## src/rtl/controller_hub.sv

```systemverilog
// controller_hub: one serial engine serving NUM_CONTROLLERS NES-style pads on a
// shared latch/clock pair. A fetch latches every pad, shifts BITS_PER_CONTROLLER
// bits out of each, then commits all pad snapshots in one cycle so the CPU read
// port never sees partial data.
// Optional build macro: CONTROLLER_HUB_PRESS_EDGE_EN adds per-pad newly-pressed
// registers behind pressed_edge_out; without it that port is tied to zero.
`timescale 1ns/1ps
module controller_hub #(
  parameter int NUM_CONTROLLERS     = 2,
  parameter int BITS_PER_CONTROLLER = 8,
  parameter int CLK_DIV             = 4,
  localparam int IDX_W = (NUM_CONTROLLERS > 1) ? $clog2(NUM_CONTROLLERS) : 1
) (
  input  logic                           cpu_clk,
  input  logic                           rst_B,
  input  logic                           start_fetch,
  output logic                           controller_clk,
  output logic                           controller_latch,
  input  logic [NUM_CONTROLLERS-1:0]     controller_data_in_B,
  input  logic [IDX_W-1:0]               read_index,
  output logic [BITS_PER_CONTROLLER-1:0] data_out,
  output logic [BITS_PER_CONTROLLER-1:0] pressed_edge_out,
  output logic                           busy,
  output logic                           done,
  output logic                           missed_fetch
);

  localparam int CNT_W = $clog2(2 * CLK_DIV + 1);
  localparam int BIT_W = $clog2(BITS_PER_CONTROLLER + 1);

  localparam logic [CNT_W-1:0] LATCH_LAST = CNT_W'(2 * CLK_DIV - 1);
  localparam logic [CNT_W-1:0] HALF_LAST  = CNT_W'(CLK_DIV - 1);
  localparam logic [BIT_W-1:0] BIT_LAST   = BIT_W'(BITS_PER_CONTROLLER - 1);

  localparam logic [2:0] IDLE    = 3'd0;
  localparam logic [2:0] LATCH   = 3'd1;
  localparam logic [2:0] PRE_LOW = 3'd2;
  localparam logic [2:0] HIGH    = 3'd3;
  localparam logic [2:0] LOW     = 3'd4;
  localparam logic [2:0] COMMIT  = 3'd5;

  logic [2:0]                     state_r;
  logic [2:0]                     state_s;
  logic [CNT_W-1:0]               cnt_r;
  logic [BIT_W-1:0]               bit_idx_r;
  logic                           sample_s;
  logic [BITS_PER_CONTROLLER-1:0] shift_r [NUM_CONTROLLERS];
  logic [BITS_PER_CONTROLLER-1:0] snap_r  [NUM_CONTROLLERS];

  // Shift one received bit in at the LSB; the first bit migrates to the MSB.
  function automatic logic [BITS_PER_CONTROLLER-1:0] shift_in(
    input logic [BITS_PER_CONTROLLER-1:0] cur,
    input logic                           bit_in
  );
    logic [BITS_PER_CONTROLLER-1:0] res;
    res    = cur << 1'b1;
    res[0] = bit_in;
    return res;
  endfunction

  // Next-state decode; sample_s marks the closing cycle of PRE_LOW/LOW.
  always_comb begin
    state_s  = state_r;
    sample_s = 1'b0;
    case (state_r)
      IDLE: begin
        if (start_fetch) state_s = LATCH;
        else             state_s = IDLE;
      end
      LATCH: begin
        if (cnt_r == LATCH_LAST) state_s = PRE_LOW;
        else                     state_s = LATCH;
      end
      PRE_LOW: begin
        if (cnt_r == HALF_LAST) begin
          sample_s = 1'b1;
          state_s  = (BITS_PER_CONTROLLER == 1) ? COMMIT : HIGH;
        end else begin
          state_s = PRE_LOW;
        end
      end
      HIGH: begin
        if (cnt_r == HALF_LAST) state_s = LOW;
        else                    state_s = HIGH;
      end
      LOW: begin
        if (cnt_r == HALF_LAST) begin
          sample_s = 1'b1;
          if (bit_idx_r == BIT_LAST) state_s = COMMIT;
          else                       state_s = HIGH;
        end else begin
          state_s = LOW;
        end
      end
      COMMIT:  state_s = IDLE;
      default: state_s = IDLE;
    endcase
  end

  // Sequencer state, phase counters and registered pad/status outputs.
  always_ff @(posedge cpu_clk or negedge rst_B) begin
    if (!rst_B) begin
      state_r          <= IDLE;
      cnt_r            <= {CNT_W{1'b0}};
      bit_idx_r        <= {BIT_W{1'b0}};
      controller_clk   <= 1'b0;
      controller_latch <= 1'b0;
      busy             <= 1'b0;
      done             <= 1'b0;
      missed_fetch     <= 1'b0;
    end else begin
      state_r <= state_s;
      if (state_s != state_r || state_r == IDLE) cnt_r <= {CNT_W{1'b0}};
      else                                       cnt_r <= cnt_r + CNT_W'(1);
      if (sample_s)             bit_idx_r <= bit_idx_r + BIT_W'(1);
      else if (state_r == IDLE) bit_idx_r <= {BIT_W{1'b0}};
      controller_clk   <= (state_s == HIGH);
      controller_latch <= (state_s == LATCH);
      busy             <= (state_s != IDLE);
      done             <= (state_r == COMMIT);
      // An accepted request clears the flag; any request while busy sets it.
      if (state_r == IDLE) begin
        if (start_fetch) missed_fetch <= 1'b0;
      end else if (start_fetch) begin
        missed_fetch <= 1'b1;
      end
    end
  end

  // Per-pad shift registers and the atomically committed snapshots.
  always_ff @(posedge cpu_clk or negedge rst_B) begin
    if (!rst_B) begin
      for (int i = 0; i < NUM_CONTROLLERS; i++) begin
        shift_r[i] <= {BITS_PER_CONTROLLER{1'b0}};
        snap_r[i]  <= {BITS_PER_CONTROLLER{1'b0}};
      end
    end else begin
      for (int i = 0; i < NUM_CONTROLLERS; i++) begin
        if (sample_s) shift_r[i] <= shift_in(shift_r[i], ~controller_data_in_B[i]);
        if (state_r == COMMIT) snap_r[i] <= shift_r[i];
      end
    end
  end

`ifdef CONTROLLER_HUB_PRESS_EDGE_EN
  logic [BITS_PER_CONTROLLER-1:0] edge_r [NUM_CONTROLLERS];

  // Buttons that went from released to pressed across the latest commit.
  always_ff @(posedge cpu_clk or negedge rst_B) begin
    if (!rst_B) begin
      for (int i = 0; i < NUM_CONTROLLERS; i++) edge_r[i] <= {BITS_PER_CONTROLLER{1'b0}};
    end else begin
      for (int i = 0; i < NUM_CONTROLLERS; i++) begin
        if (state_r == COMMIT) edge_r[i] <= shift_r[i] & ~snap_r[i];
      end
    end
  end
`endif

  // CPU read mux over committed state only; out-of-range pads read as zero.
  always_comb begin
    data_out         = {BITS_PER_CONTROLLER{1'b0}};
    pressed_edge_out = {BITS_PER_CONTROLLER{1'b0}};
    if (int'(read_index) < NUM_CONTROLLERS) begin
      data_out = snap_r[read_index];
`ifdef CONTROLLER_HUB_PRESS_EDGE_EN
      pressed_edge_out = edge_r[read_index];
`else
      pressed_edge_out = {BITS_PER_CONTROLLER{1'b0}};
`endif
    end else begin
      data_out         = {BITS_PER_CONTROLLER{1'b0}};
      pressed_edge_out = {BITS_PER_CONTROLLER{1'b0}};
    end
  end

endmodule

```

## config.mk

```make
export PLATFORM = sky130hd
export DESIGN_NAME = controller_hub
export DESIGN_NICKNAME = d
export VERILOG_FILES = /design/src/rtl/controller_hub.sv
export SDC_FILE = /design/constraint.sdc
export NUM_CORES = 1
export LEC_CHECK = 0
export CELL_PAD_IN_SITES_DETAIL_PLACEMENT = 1
export CELL_PAD_IN_SITES_GLOBAL_PLACEMENT = 1
export CORE_UTILIZATION = 45
export DETAILED_ROUTE_END_ITERATION = 8
export GPL_TIMING_DRIVEN = 0
export PLACE_DENSITY_LB_ADDON = 0.1
export SLEW_MARGIN = 0
export SYNTH_ARGS = -nofsm -noshare
export SYNTH_HDL_FRONTEND = slang
export SYNTH_SLANG_ARGS = --single-unit
```

## constraint.sdc

```tcl
create_clock -name cpu_clk -period 1.85 [get_ports cpu_clk]
set_clock_uncertainty 0.1 [all_clocks]
set_input_delay 0.185 -clock cpu_clk [delete_from_list [all_inputs] [get_ports cpu_clk]]
set_output_delay 0.185 -clock cpu_clk [all_outputs]
set_load 0.1 [all_outputs]
```

==> run summary, run 1 <==
status: completed
CTS sink cnt: 48
row count: 25
DRT iter0 DRCs: 51
kind of critical path: reg2out
Tmin final: 1.80 ns
post-DR wirelength/cell: 16.4 µm
cell leakage power: 1.36 nW
TritonCTS Buffers: 5
total track usage: 19.5%
Max Slew Vio Count: 0
placement-stage cell area: 2620 µm²
relative slew slack: 35.5%
Max Clock Freq: 0.557 GHz
fill count: 491
unrepaired setup endpoints after global routing: false
Nets: 220
worst path bufs/invs: 1
Antenna Diode Count: 0
highest routing layer actually used: met4
initial core utilization: 47.9%
Cell Area, Synth: 2320 µm²
Non-Filler Instances: 280
Routed WL: 4580 µm
Congestion Overflow GR: 0
# IOs: 27
Setup WS pre-CTS: -0.416 ns
CP required: 1.56 ns
Clk pin slew, worst setup/hold paths: 0.09 ns
Slew @ Worst Pin: 0.971 ns
synthesized instance count: 177
Syn-to-layout area delta: 20.0%
Reg2Reg Setup Slack: 0.10 ns
CTS tree: built
maximum vdd ir drop: 399 µV
clock tree buffer depth: 2
CP max stage delay: 0.86 ns
setup violators final: 0
yosys synthesis warning count: 0
crit path capture type: output pin
Horiz. Die Dim: 73.8 µm
clock latency on the worst-skew pair: 0.30 ns
core footprint: 4850 µm²
maxcap violations: 0
Met3 Routed Length: 96 µm
period utilization: 97.0%
Reg area: 1200 µm²
first-pass GRT wire length: 7870 µm
drt first pass iters: 4
CTS H-tree lvls: 2
number of synthesized register bits: 48
layout cells sized above 1: 40.8%
met2 wire len: 2290 µm
Inst Count DP: 269
sequential share of the synthesized area: 51.8%
final instance area: 2790 µm²
detailed-route via count: 1,423
power per standard cell area: 711 nW/µm²
mean post-synth cell area: 13.1 µm²
multi-input logic area: 1030 µm²
Worst Path Arrival: 1.51 ns
number of I/O port buffers: 17
Post-DP HPWL: 3310 µm
Netlist cell types: 41
Final ANT Viol Nets: 0
Residual DRC: 0
CP max stage cell: dlygate4sd2_1
worst-path maximum fanout: 1
routability congestion estimate from global placement: 0.821
Worst Hold Class: in2async
vias in the first global route: 1,560
CP Launch Type: flop
worst path cell trace: dlygate4sd2_1
largest net degree at the start of global routing: 29
Via density: 5.08
root buf cell: clkbuf_8
Post-Route M1 WL: 2150 µm
Die Ht: 73.8 µm
Final WS setup: 0.0549 ns
final number of hold-violating endpoints: 0
Final TNS setup: 0 ns
CP top delay family: buffers and inverters
initial antenna violation count: 0
die footprint: 5450 µm²
-- final cells by class --
| cell class | instances | area share [%] |
|---|---|---|
| buffer | 16 | 4.54 |
| timing repair buffer | 21 | 7.46 |
| inverter | 6 | 0.809 |
| sequential | 48 | 43.1 |
| multi-input combinational | 114 | 37.1 |
| tap | 67 | 3.01 |
| clock inverter | 3 | 1.53 |
| clock buffer | 5 | 2.47 |
-- layer usage --
layer	vias to the layer above	GRT usage, %
li1	667	-
met1	733	26.4
met2	19	32.1
met3	4	4.12
met4	0	4.49
met5	-	0
-- state kept, by name, indices dropped and copies added, names as in the netlist --
register	cells
state_r	3
missed_fetch	1
cnt_r	4
controller_clk	1
snap_r	16
shift_r	16
bit_idx_r	4
done	1
controller_latch	1
busy	1
-- layout by cell type, fill, tap and decap left out, types with 2 or more instances in the layout --
cell type / count
dfrtp_1: 48
mux2_4: 20
mux2_2: 15
nand2_1: 12
buf_4: 11
nor2_1: 10
conb_1: 8
clkdlybuf4s15_2: 7
clkbuf_8: 5
dlygate4sd2_1: 5
inv_1: 4
buf_6: 4
nand3_1: 4
buf_2: 3
a21oi_1: 3
and3_1: 3
o21ai_1: 3
mux2_1: 3
clkdlybuf4s50_1: 3
inv_2: 2
nor3b_1: 2
nor3_2: 2
nand2_4: 2
nand4_1: 2
o21ai_0: 2
mux2i_1: 2
-- logic make-up (layout without fill, tap and decap cells) --
| logic type | count (synthesis) | count (layout) | share of synthesized area, % |
|---|---|---|---|
| flip-flops | 48 | 48 | 51.8 |
| AND/OR/NAND/NOR | 44 | 44 | 11.3 |
| multiplexers | 40 | 40 | 22.5 |
| buffers and inverters | 22 | 51 | 6.41 |
| AO/OA/AOI/OAI | 17 | 17 | 5.28 |
| XOR/XNOR | 3 | 3 | 1.46 |
| adder cells (fa/ha/maj) | 2 | 2 | 1.08 |
| other | 1 | 8 | 0.162 |
-- path summary, 6_finish.rpt --
kind                                         startpoint            to  cells after the start
worst max-delay path                               done          done                      1
worst min-delay path                              rst_B    shift_r[6]                      2
worst max register to register                 cnt_r[0]    shift_r[5]                      6
worst min register to register             bit_idx_r[0]  bit_idx_r[0]                      1
max in group asynchronous                         rst_B  bit_idx_r[2]                      3
min in group cpu_clk            controller_data_in_B[0]    shift_r[8]                      2
-- Yosys cell counts (all sizes together) --
cell type	n	area [µm²]
a21o	1	7.51
xnor2	1	8.76
nand2	14	67.6
a32oi	1	8.76
buf	15	123
nand3b	1	7.51
and2b	1	10.0
mux2	38	503
o311ai	1	16.3
xor2	2	25.0
clkbuf	1	3.75
o21ai	6	30.0
ha	2	25.0
nor3	4	41.3
conb	1	3.75
inv	6	22.5
and3	3	18.8
nor3b	3	27.5
a21oi	3	15.0
a22oi	1	7.51
mux2i	2	20.0
nor2b	1	6.26
dfrtp	48	1200
o21bai	1	7.51
nand2b	1	13.8
nor2	10	37.5
nand3	4	20.0
a211oi	2	15.0
nand4	2	12.5
a311oi	1	15.0
-- metrics by stage --
stage          utilization, %  hold slack, ns  total power, mW
2_1_floorplan               -          -0.211             1.19
3_3_place_gp             53.7           0.345             1.22
3_5_place_dp             54.0          0.0816             1.23
4_1_cts                  56.6           0.292             1.99
5_1_grt                  57.4           0.339             2.04
6_report                 57.4           0.301             1.98
-- power breakdown --
group	total, mW	internal (mW)	leakage [nW]	switching, mW
clock network	0.770	0.400	0.0541	0.369
registers	1.07	1.06	0.607	0.00930
logic	0.142	0.0383	0.698	0.104
total	1.98	1.50	1.36	0.482
-- what timing repair did --
action,4_1_cts,5_1_grt
setup endpoints to repair,27,19
pin swaps,0,0
hold buffers,1,0
buffers inserted,0,2
resized for setup,29,6
hold endpoints to repair,20,0
Power figures use the tool's default switching activity.
==> run 2: changes to the inputs <==
CTS_BUF_LIST = sky130_fd_sc_hd__clkbuf_8 sky130_fd_sc_hd__clkbuf_16   (was not set)
==> results of run 2 <==
The final DEF is identical to that of run 1; final timing and power are the same.
